<file path="config.mk">
export PLATFORM = sky130hd
export DESIGN_NAME = pong_engine
export DESIGN_NICKNAME = d
export VERILOG_FILES = /design/src/rtl/pong_pkg.sv /design/src/rtl/pong_paddle_ctrl.sv /design/src/rtl/pong_engine.sv
export SDC_FILE = /design/constraint.sdc
export NUM_CORES = 1
export LEC_CHECK = 0
export ABC_AREA = 1
export CAP_MARGIN = 30
export CELL_PAD_IN_SITES_DETAIL_PLACEMENT = 2
export CELL_PAD_IN_SITES_GLOBAL_PLACEMENT = 2
export CORE_UTILIZATION = 36
export DETAILED_ROUTE_END_ITERATION = 12
export GPL_ROUTABILITY_DRIVEN = 0
export PLACE_DENSITY_LB_ADDON = 0.1
export SYNTH_ARGS = -nofsm -noshare
export SYNTH_HDL_FRONTEND = slang
export SYNTH_SLANG_ARGS = --single-unit
</file>
<file path="constraint.sdc">
create_clock -name CLOCK_50 -period 4.98 [get_ports CLOCK_50]
set_input_delay 1.494 -clock CLOCK_50 [delete_from_list [all_inputs] [get_ports CLOCK_50]]
set_output_delay 1.494 -clock CLOCK_50 [all_outputs]
set_load 0.05 [all_outputs]
</file>
<file path="src/rtl/pong_pkg.sv">
// Shared state encoding and playfield geometry for the Pong engine.
// All coordinates are top-left pixel positions on a 640x480 screen.
package pong_pkg;

  typedef enum logic [1:0] {
    ST_IDLE  = 2'd0,
    ST_PLAY  = 2'd1,
    ST_POINT = 2'd2,
    ST_OVER  = 2'd3
  } pong_state_t;

  localparam int BALL_SIZE  = 8;
  localparam int PAD_H      = 64;
  localparam int PAD_L_X0   = 16;
  localparam int PAD_L_X1   = 23;
  localparam int PAD_R_X0   = 616;
  localparam int PAD_R_X1   = 623;
  localparam int PAD_Y_MAX  = 416;
  localparam int PAD_Y_RST  = 208;
  localparam int BALL_X_C   = 316;
  localparam int BALL_Y_C   = 236;
  localparam int BALL_X_MAX = 632;
  localparam int BALL_Y_MAX = 472;
  localparam int LINE_X0    = 319;
  localparam int LINE_X1    = 320;

  function automatic logic [3:0] sat_inc4(input logic [3:0] v);
    return (v == 4'hF) ? v : v + 4'd1;
  endfunction

endpackage

</file>
<file path="src/rtl/pong_paddle_ctrl.sv">
// One paddle's vertical position; steps once per frame tick and
// saturates at the top and bottom of the playfield.
module paddle_ctrl
  import pong_pkg::*;
#(
  parameter int SPEED = 4
) (
  input  logic       clk,
  input  logic       reset,
  input  logic       tick,
  input  logic       en,
  input  logic       up,
  input  logic       dn,
  output logic [8:0] pad_y
);

  logic [8:0] pad_y_q, pad_y_d;
  logic [9:0] pad_dn;

  always_comb begin
    pad_y_d = pad_y_q;
    pad_dn  = {1'b0, pad_y_q} + 10'(SPEED);
    // both buttons or neither means hold
    if (tick && en && (up != dn)) begin
      if (up) begin
        pad_y_d = (pad_y_q >= 9'(SPEED)) ? pad_y_q - 9'(SPEED) : 9'd0;
      end else begin
        pad_y_d = (pad_dn > 10'(PAD_Y_MAX)) ? 9'(PAD_Y_MAX) : pad_dn[8:0];
      end
    end
  end

  always_ff @(posedge clk) begin
    if (reset) begin
      pad_y_q <= 9'(PAD_Y_RST);
    end else begin
      pad_y_q <= pad_y_d;
    end
  end

  assign pad_y = pad_y_q;

endmodule

</file>
<file path="src/rtl/pong_engine.sv">
// Pong game state (ball, paddles, score) advanced once per frame on the VS
// falling edge, plus the registered pixel-colour mux.
//
// state    | meaning
// ---------+----------------------------------------------------------
// ST_IDLE  | ball parked at centre, waiting for serve on a tick
// ST_PLAY  | ball moving, walls/paddles reflect, misses score
// ST_POINT | ball frozen while the hold counter runs down
// ST_OVER  | a player reached WIN_SCORE, serve restarts the match
module pong_engine
  import pong_pkg::*;
#(
  parameter int WIN_SCORE    = 7,
  parameter int BALL_SPEED   = 2,
  parameter int PADDLE_SPEED = 4,
  parameter int POINT_HOLD   = 60
) (
  input  logic       CLOCK_50,
  input  logic       reset,
  input  logic       VS,
  input  logic       blank,
  input  logic [8:0] row,
  input  logic [9:0] col,
  input  logic       l_up,
  input  logic       l_dn,
  input  logic       r_up,
  input  logic       r_dn,
  input  logic       serve,
  output logic [7:0] red,
  output logic [7:0] green,
  output logic [7:0] blue,
  output logic [3:0] score_l,
  output logic [3:0] score_r,
  output logic       game_over
);

  localparam int HW = (POINT_HOLD > 1) ? $clog2(POINT_HOLD) : 1;

  localparam logic signed [10:0] S_SPD    = 11'(BALL_SPEED);
  localparam logic signed [10:0] S_X_MAX  = 11'(BALL_X_MAX);
  localparam logic signed [10:0] S_Y_MAX  = 11'(BALL_Y_MAX);
  localparam logic signed [10:0] S_PL_X1  = 11'(PAD_L_X1);
  localparam logic signed [10:0] S_PR_X0  = 11'(PAD_R_X0);
  localparam logic signed [10:0] S_B7     = 11'(BALL_SIZE - 1);
  localparam logic signed [10:0] S_PH1    = 11'(PAD_H - 1);

  pong_state_t   state_q, state_d;
  logic          vs_prev_q;
  logic          tick;
  logic [9:0]    bx_q, bx_d;
  logic [8:0]    by_q, by_d;
  logic          dx_pos_q, dx_pos_d;
  logic          dy_pos_q, dy_pos_d;
  logic [3:0]    score_l_q, score_l_d;
  logic [3:0]    score_r_q, score_r_d;
  logic [HW-1:0] hold_q, hold_d;
  logic          game_over_q, game_over_d;
  logic [23:0]   rgb_q, rgb_d;

  logic [8:0]    pad_l_y, pad_r_y;
  logic          pad_en;

  logic signed [10:0] bx_s, by_s, pl_s, pr_s, nx, ny;
  logic               hit_l, hit_r, miss_l, miss_r;
  logic               ball_px, pad_px, line_px;

  assign tick   = vs_prev_q & ~VS;
  assign pad_en = (state_q != ST_OVER);

  paddle_ctrl #(.SPEED(PADDLE_SPEED)) u_pad_l (
    .clk   (CLOCK_50),
    .reset (reset),
    .tick  (tick),
    .en    (pad_en),
    .up    (l_up),
    .dn    (l_dn),
    .pad_y (pad_l_y)
  );

  paddle_ctrl #(.SPEED(PADDLE_SPEED)) u_pad_r (
    .clk   (CLOCK_50),
    .reset (reset),
    .tick  (tick),
    .en    (pad_en),
    .up    (r_up),
    .dn    (r_dn),
    .pad_y (pad_r_y)
  );

  // Collision tests use the paddle positions from before this tick's move.
  always_comb begin
    bx_s = signed'({1'b0, bx_q});
    by_s = signed'({2'b00, by_q});
    pl_s = signed'({2'b00, pad_l_y});
    pr_s = signed'({2'b00, pad_r_y});
    nx   = bx_s + (dx_pos_q ? S_SPD : -S_SPD);
    ny   = by_s + (dy_pos_q ? S_SPD : -S_SPD);
    hit_l = !dx_pos_q && (nx <= S_PL_X1) && (bx_s > S_PL_X1) &&
            (ny + S_B7 >= pl_s) && (ny <= pl_s + S_PH1);
    hit_r = dx_pos_q && (nx + S_B7 >= S_PR_X0) && (bx_s + S_B7 < S_PR_X0) &&
            (ny + S_B7 >= pr_s) && (ny <= pr_s + S_PH1);
    miss_l = (nx < 11'sd0);
    miss_r = (nx > S_X_MAX);
  end

  always_comb begin
    state_d   = state_q;
    bx_d      = bx_q;
    by_d      = by_q;
    dx_pos_d  = dx_pos_q;
    dy_pos_d  = dy_pos_q;
    score_l_d = score_l_q;
    score_r_d = score_r_q;
    hold_d    = hold_q;
    if (tick) begin
      case (state_q)
        ST_IDLE: begin
          if (serve) state_d = ST_PLAY;
        end
        ST_PLAY: begin
          if (ny < 11'sd0) begin
            by_d     = 9'd0;
            dy_pos_d = !dy_pos_q;
          end else if (ny > S_Y_MAX) begin
            by_d     = 9'(BALL_Y_MAX);
            dy_pos_d = !dy_pos_q;
          end else begin
            by_d = ny[8:0];
          end
          if (hit_l) begin
            bx_d     = 10'(PAD_L_X1 + 1);
            dx_pos_d = 1'b1;
          end else if (hit_r) begin
            bx_d     = 10'(PAD_R_X0 - BALL_SIZE);
            dx_pos_d = 1'b0;
          end else if (miss_l) begin
            score_r_d = sat_inc4(score_r_q);
            dx_pos_d  = 1'b0;
            hold_d    = HW'(POINT_HOLD - 1);
            state_d   = (score_r_d == 4'(WIN_SCORE)) ? ST_OVER : ST_POINT;
          end else if (miss_r) begin
            score_l_d = sat_inc4(score_l_q);
            dx_pos_d  = 1'b1;
            hold_d    = HW'(POINT_HOLD - 1);
            state_d   = (score_l_d == 4'(WIN_SCORE)) ? ST_OVER : ST_POINT;
          end else begin
            bx_d = nx[9:0];
          end
        end
        ST_POINT: begin
          // hold_q was loaded with POINT_HOLD-1, so the last tick sees zero
          if (hold_q == '0) begin
            bx_d     = 10'(BALL_X_C);
            by_d     = 9'(BALL_Y_C);
            dy_pos_d = 1'b1;
            state_d  = ST_IDLE;
          end else begin
            hold_d = hold_q - HW'(1);
          end
        end
        ST_OVER: begin
          if (serve) begin
            score_l_d = 4'd0;
            score_r_d = 4'd0;
            bx_d      = 10'(BALL_X_C);
            by_d      = 9'(BALL_Y_C);
            state_d   = ST_IDLE;
          end
        end
        default: state_d = ST_IDLE;
      endcase
    end
    game_over_d = (state_d == ST_OVER);
  end

  always_comb begin
    ball_px = ({1'b0, col} >= {1'b0, bx_q}) &&
              ({1'b0, col} <= {1'b0, bx_q} + 11'(BALL_SIZE - 1)) &&
              ({1'b0, row} >= {1'b0, by_q}) &&
              ({1'b0, row} <= {1'b0, by_q} + 10'(BALL_SIZE - 1));
    pad_px  = ((col >= 10'(PAD_L_X0)) && (col <= 10'(PAD_L_X1)) &&
               ({1'b0, row} >= {1'b0, pad_l_y}) &&
               ({1'b0, row} <= {1'b0, pad_l_y} + 10'(PAD_H - 1))) ||
              ((col >= 10'(PAD_R_X0)) && (col <= 10'(PAD_R_X1)) &&
               ({1'b0, row} >= {1'b0, pad_r_y}) &&
               ({1'b0, row} <= {1'b0, pad_r_y} + 10'(PAD_H - 1)));
    line_px = ((col == 10'(LINE_X0)) || (col == 10'(LINE_X1))) && !row[3];
    rgb_d = 24'h000000;
    if (!blank) begin
      if (ball_px)      rgb_d = 24'hFFFFFF;
      else if (pad_px)  rgb_d = 24'h00FF00;
      else if (line_px) rgb_d = 24'h808080;
    end
  end

  always_ff @(posedge CLOCK_50) begin
    if (reset) begin
      state_q     <= ST_IDLE;
      vs_prev_q   <= 1'b1;
      bx_q        <= 10'(BALL_X_C);
      by_q        <= 9'(BALL_Y_C);
      dx_pos_q    <= 1'b1;
      dy_pos_q    <= 1'b1;
      score_l_q   <= 4'd0;
      score_r_q   <= 4'd0;
      hold_q      <= '0;
      game_over_q <= 1'b0;
      rgb_q       <= 24'h000000;
    end else begin
      state_q     <= state_d;
      vs_prev_q   <= VS;
      bx_q        <= bx_d;
      by_q        <= by_d;
      dx_pos_q    <= dx_pos_d;
      dy_pos_q    <= dy_pos_d;
      score_l_q   <= score_l_d;
      score_r_q   <= score_r_d;
      hold_q      <= hold_d;
      game_over_q <= game_over_d;
      rgb_q       <= rgb_d;
    end
  end

  assign red       = rgb_q[23:16];
  assign green     = rgb_q[15:8];
  assign blue      = rgb_q[7:0];
  assign score_l   = score_l_q;
  assign score_r   = score_r_q;
  assign game_over = game_over_q;

endmodule

</file>
Yosys cells after proc, flatten, opt, wreduce, memory -nomap -nowiden
Cells that the tools add are included.
- $add $sub $neg: 18
- multiply operators: 0
- div/mod/pow operators: 0
- order comparisons: 28
- eq/ne operators: 25
- shifts and indexed selects: 0
- mux-type cells: 60
- bitwise gates (word level): 2
- reduce and logical (&&, ||, !) cells: 40
- operators by type and width (cell ; number):
    $mux 9 ; 10
    $mux 24 ; 3
    $mux 10 ; 6
    $add 9x6->10 const B ; 4
    $mux 4 ; 10
    $add 9x3->10 const B ; 3
    $le 9x10->1 ; 3
    $mux 6 ; 5
    $pmux 10 s3 ; 1
    $ge 9x9->1 ; 3
    $pmux 9 s3 ; 1
    $add 10x3->11 const B ; 2
    $add 11x4->11 const B ; 2
    $ge 11x10->1 ; 2
    $le 11x11->1 ; 2
    $lt 11x1->1 const B ; 2
    $mux 11 ; 2
    $logic_and 1x1->1 ; 21
    $eq 10x9->1 const B ; 2
    $gt 10x9->1 const B ; 2
    $ge 9x3->1 const B ; 2
    $ne 2x2->1 const B ; 9
    $reduce_and 6->1 ; 3
    $sub 9x3->9 const B ; 2
    other kinds (42) ; 71
- bits in registers: 81
- bits in latches: 0
- bits in writable memories: 0
- memory bits (read-only): 0
- input port bits: 28
- output and inout bits: 33
- word-level logic and storage cells: 186
- memories: 0

Depth between registers and ports, before layout
- depth in word-level cells: 13
- gate-level depth with buffers: 29

Cells and area by module
From an unflattened synthesis, not the netlist that was laid out.
- cells, all modules: 1293
- area, all modules: 8280.4 µm²
- modules (own cells, without submodules) (module ; times used ; cells an instance ; area an instance (µm²) ; sequential area each (µm²)):
    pong_engine ; 1 ; 1061 ; 6841.6 ; 820.8
    paddle_ctrl ; 2 ; 116 ; 719.4 ; 140.1

Least setup slack after synthesis
Ideal clock, no wire load.
- kind: register to register
- start point: register dy_pos_q
- end point: register score_r_q[0] (netlist: score_r[0])
- setup time: 128 ps
- arrival: 3266 ps
- setup slack: 1587 ps
- stages on the path, launching flop included: 21
- clock period less this slack: 3393 ps
- cells stage by stage: dfxtp_1 > inv_1 > fa_1 > nor2_1 > nor2_2 > nand2_1 > nor2_1 > nand2_1 > o21ai_0 > inv_1 > ha_1 > nand3_1 > o311a_1 > nand3_1 > nand4_2 > nand2_1 > nand2_1 > nand3_2 > nand2_1 > nand2_1 > nor2_1
- cells in the longest elaborated chain, start to end: 8
- ends and longest elaborated chain (element ; line ; RTL):
    from (decl) ; pong_engine.sv:53 ; logic dy_pos_q, dy_pos_d;
    from (signal assigned) ; pong_engine.sv:215 ; dy_pos_q <= dy_pos_d;
    $mux 11 (*) ; pong_engine.sv:97 ; ny = by_s + (dy_pos_q ? S_SPD : -S_SPD);
    $add 10x11->11 (*) ; pong_engine.sv:97 ;
    $add 11x4->11 ; pong_engine.sv:99, pong_engine.sv:101 ;
    $ge 11x10->1 (on tied branches) ; pong_engine.sv:101, pong_engine.sv:99 ;
    $logic_and 1x1->1 (on tied branches) ; pong_engine.sv:100, pong_engine.sv:98 ;
    $logic_and 1x1->1 (on tied branches) ; pong_engine.sv:101, pong_engine.sv:99 ;
    $ne 2x2->1 (no source line) ; n/a ;
    $reduce_and 6->1 (no source line) (*) ; n/a ;
    to (signal assigned) ; pong_engine.sv:217 ; score_r_q <= score_r_d;
    to (decl) ; pong_engine.sv:55 ; logic [3:0] score_r_q, score_r_d;
Every way passes the cells marked *; elsewhere a longest branch is shown, timed or not.
A chain may end at the register's enable or synchronous reset.

Worst setup path after layout
- start point: register dy_pos_q
- end point: register bx_q[5]
- cells in the longest elaborated chain, start to end: 9
- ends and longest elaborated chain (element ; line ; RTL):
    $mux 11 (*) ; pong_engine.sv:97 ;
    $add 10x11->11 (*) ; pong_engine.sv:97 ;
    $add 11x4->11 ; pong_engine.sv:99, pong_engine.sv:101 ;
    $ge 11x10->1 ; pong_engine.sv:101 ; (ny + S_B7 >= pr_s) && (ny <= pr_s + S_PH1);
    $logic_and 1x1->1 ; pong_engine.sv:100 ; hit_r = dx_pos_q && (nx + S_B7 >= S_PR_X0) && (bx_s + S_B7 < S_PR_X0) &&
    $logic_and 1x1->1 ; pong_engine.sv:101 ;
    $mux 10 ; pong_engine.sv:133 ; end else if (hit_r) begin
    $mux 10 ; pong_engine.sv:130 ; if (hit_l) begin
    $pmux 10 s3 ; pong_engine.sv:116 ; case (state_q)
    to (signal assigned) ; pong_engine.sv:200 ; bx_q <= 10'(BALL_X_C);
    to (decl) ; pong_engine.sv:50 ; logic [9:0] bx_q, bx_d;
Marked as above.

==> reports/results.ini <==
[timing]
clock_skew_ns=0.0170
tightest_slew_ns=0.684
fin_crit_sh_pct=85.1
finalSetupTns_ns=0
post-route-min-period_ns=4.24
hold_viol_final=0
slew_viol_final=0
setup_viol=0
max_freq_mhz=236
maxSlewHeadroom_pct=54.0
grt_setup_unrepaired=false

[final_layout]
finalNonFillerCells=1516
syn_to_final_growth_pct=11.8
drive_gt1_share_pct=3.13
nets=1408
n_antenna_cell=0
fillerInstances=2631

[detailed_routing]
drt_first_pass_iters=4
drt_iter0_markers=250
antenna_left=0
routed_wl_um=28100
wl_per_cell_um=18.5
drc=0
dr_total_vias=8143
viasPerCell=5.37

[placed_design]
portBuffers=60
dp_cells=1508
dp_hpwl_um=23500

[logic_synthesis]
ys.flop_type=dfxtp_1
ys_ff_latch=55
ys_seq_area_share_pct=14.4
netlist_area_sq_um=7620
ys_types=53
synth.avg_cell_area_sq_um=6.31
synth_edf_count=0
async_flop_share_pct=0
synth_fp_nets=1371
syn_inst=1208
yosys_warnings=0

[setup_path]
r2r_end=bx_q[5]
cp-start-kind=register
reg2reg_depth=26
path_max_fanout=13
end_kind=register
worstReg2RegStart=dy_pos_q
worst_ep_required_time_ns=5.16
path_class=reg -> reg
arrival_ns=4.42
r2r_slack_ns=0.74

[run]
maxCapViolCount=0

[cts]
cts.sinks=55
cts_hold_buf=0
cts_tree=done
ctsResizeCount=0
cts_buffers=5
htreeDepth=2
postCtsSetupBuffers=0
cts_root_buf=clkbuf_16
clkLatencyLatePin_ns=0.32
cts_buffer_depth=2
clk_pin_slew_worst_paths_ns=0.09

[pwr]
ir_drop_mv=0.119
leakagePower_nw=4.34
intPower_w=0.000959
power_density_nw_per_um2=207
p_switching_w=0.000802
swShare_pct=45.6
clkPwrFrac_pct=22.7
seqPwrFrac_pct=27.7
p_comb_share_pct=49.6

[floorplanning]
die-area_sq_um=21800
die_w_um=148
initial_core_util_pct=37.2
dieHeight_um=148
core_region_area_sq_um=20500
io_pins=61
rows=52

[grt]
grt_pass1_wl_um=46200
grt_start_max_net_pins=24
gr-usage-all-layers_pct=26.6
grt_antenna_before_repair=0
first_global_vias=8956
overflow=0

[hold_path]
hold_end=hold_q[1]
hp-class=reg -> reg
hold_depth=2
min_from=hold_q[1]

[run_status]
status=complete, no violations

-- cell usage after synthesis, drive strengths merged, types with 9 or more instances --
master  number  area share, %
clkbuf      10           0.54
a21oi       84            5.6
nand3      108            7.2
dfxtp       55             14
nor2       108            5.4
or2         10           0.82
nand4       22            2.1
buf         23            2.2
inv        167            8.2
nor3        17            1.1
ha         131             22
xor2        32            3.7
o211ai       9           0.89
o21ai       67            4.4
nand2      306             15
-- layout make-up --
| type | count | area (sq um) | area share [%] |
|---|---|---|---|
| clock inverters | 3 | 27.5 | 0.323 |
| repair buffers | 63 | 623 | 7.31 |
| clock buffers | 5 | 125 | 1.47 |
| flip-flops and latches | 55 | 1100 | 12.9 |
| well taps | 270 | 338 | 3.96 |
| inverters | 169 | 634 | 7.44 |
| multi-input cells | 951 | 5680 | 66.6 |
-- logic make-up (layout without fill, tap and decap cells) --
family	Yosys count	in the layout	synth area share, %
XOR/XNOR	39	39	4.48
AO/OA/AOI/OAI	192	192	14.2
adder cells (fa/ha/maj)	135	135	22.6
AND/OR/NAND/NOR	585	585	33.3
flip-flops	55	55	14.4
buffers and inverters	202	240	11.1
-- placed cells by master (no fill, tap or decap), types with 32 or more instances in the layout --
master	netlist	layout
a21oi_1	82	82
clkdlybuf4s50_1	0	60
dfxtp_1	55	55
ha_1	131	131
inv_1	166	166
nand2_1	298	298
nand3_1	107	107
nor2_1	104	104
o21ai_0	67	67
xor2_1	32	32
-- critical path, cell delays in order, from the launching register on --
cell and delay (ns):
dfxtp_1 0.34, inv_1 0.38, ha_1 0.39, a21oi_1 0.25, nand3_1 0.13, nand2_2 0.19, nand2_1 0.10, nor2_1 0.10
nand2_1 0.10, nand2_1 0.08, inv_1 0.06, ha_1 0.29, nand2_1 0.09, o21bai_1 0.11, nand4_1 0.11, nand2_1 0.08
nand2_1 0.06, a21oi_1 0.14, nand3_1 0.09, nand2_1 0.09, nor2_2 0.06, nand2_2 0.22, nand4_4 0.23, nand2_4 0.17
inv_2 0.07, nand2_1 0.07, nand3_1 0.09
-- through the flow --
step                      total power (W)  hold slack (ns)  utilization (%)  instance area, sq um  setup WS [ns]
after floorplan                   0.00109            0.459                -                  7620           1.59
after global placement            0.00132            0.468             40.8                  8370          0.947
after detailed placement          0.00137            0.484             40.8                  8370          0.799
after CTS                         0.00178            0.499             41.6                  8520          0.719
after global routing              0.00190            0.533             41.6                  8520          0.258
final                             0.00176            0.496             41.6                  8520          0.743
-- flip-flops by register name, indices dropped and copies added, names as in the netlist, 2 cells and up --
name and flops:
rgb_q 4, bx_q 9, by_q 8, hold_q 6, state_q 2, u_pad_l.pad_y 7
score_r 4, u_pad_r.pad_y 7, score_l 4
-- power by group through the flow --
stage          clock, W  sequential [W]  combinational [W]
3_5_place_dp          0        0.000499           0.000876
2_1_floorplan         0        0.000488           0.000599
6_report       0.000399        0.000488           0.000874
5_1_grt        0.000415        0.000492           0.000994
4_1_cts        0.000410        0.000488           0.000883
3_3_place_gp          0        0.000497           0.000820
-- how the worst max path moves through the flow --
stage	from	end	slack, ns
after global placement	dy_pos_q	hold_q[1]	0.95
after global routing	dy_pos_q	bx_q[5]	0.26
final	dy_pos_q	bx_q[5]	0.74
after detailed placement	dy_pos_q	hold_q[5]	0.80
after floorplan	dy_pos_q	score_r[0]	1.59
after CTS	dy_pos_q	bx_q[5]	0.72
-- metal layers --
layer	global-route usage [%]	wire, um	part of all wire, %	up-vias
met5	0	0	0	-
met4	5.21	366	1.3	0
met3	2.31	691	2.5	29
met2	49.7	14300	51	93
met1	33.1	12700	45	3980
li1	-	-	-	4041
Note: power is estimated with default switching activity, not from simulation.
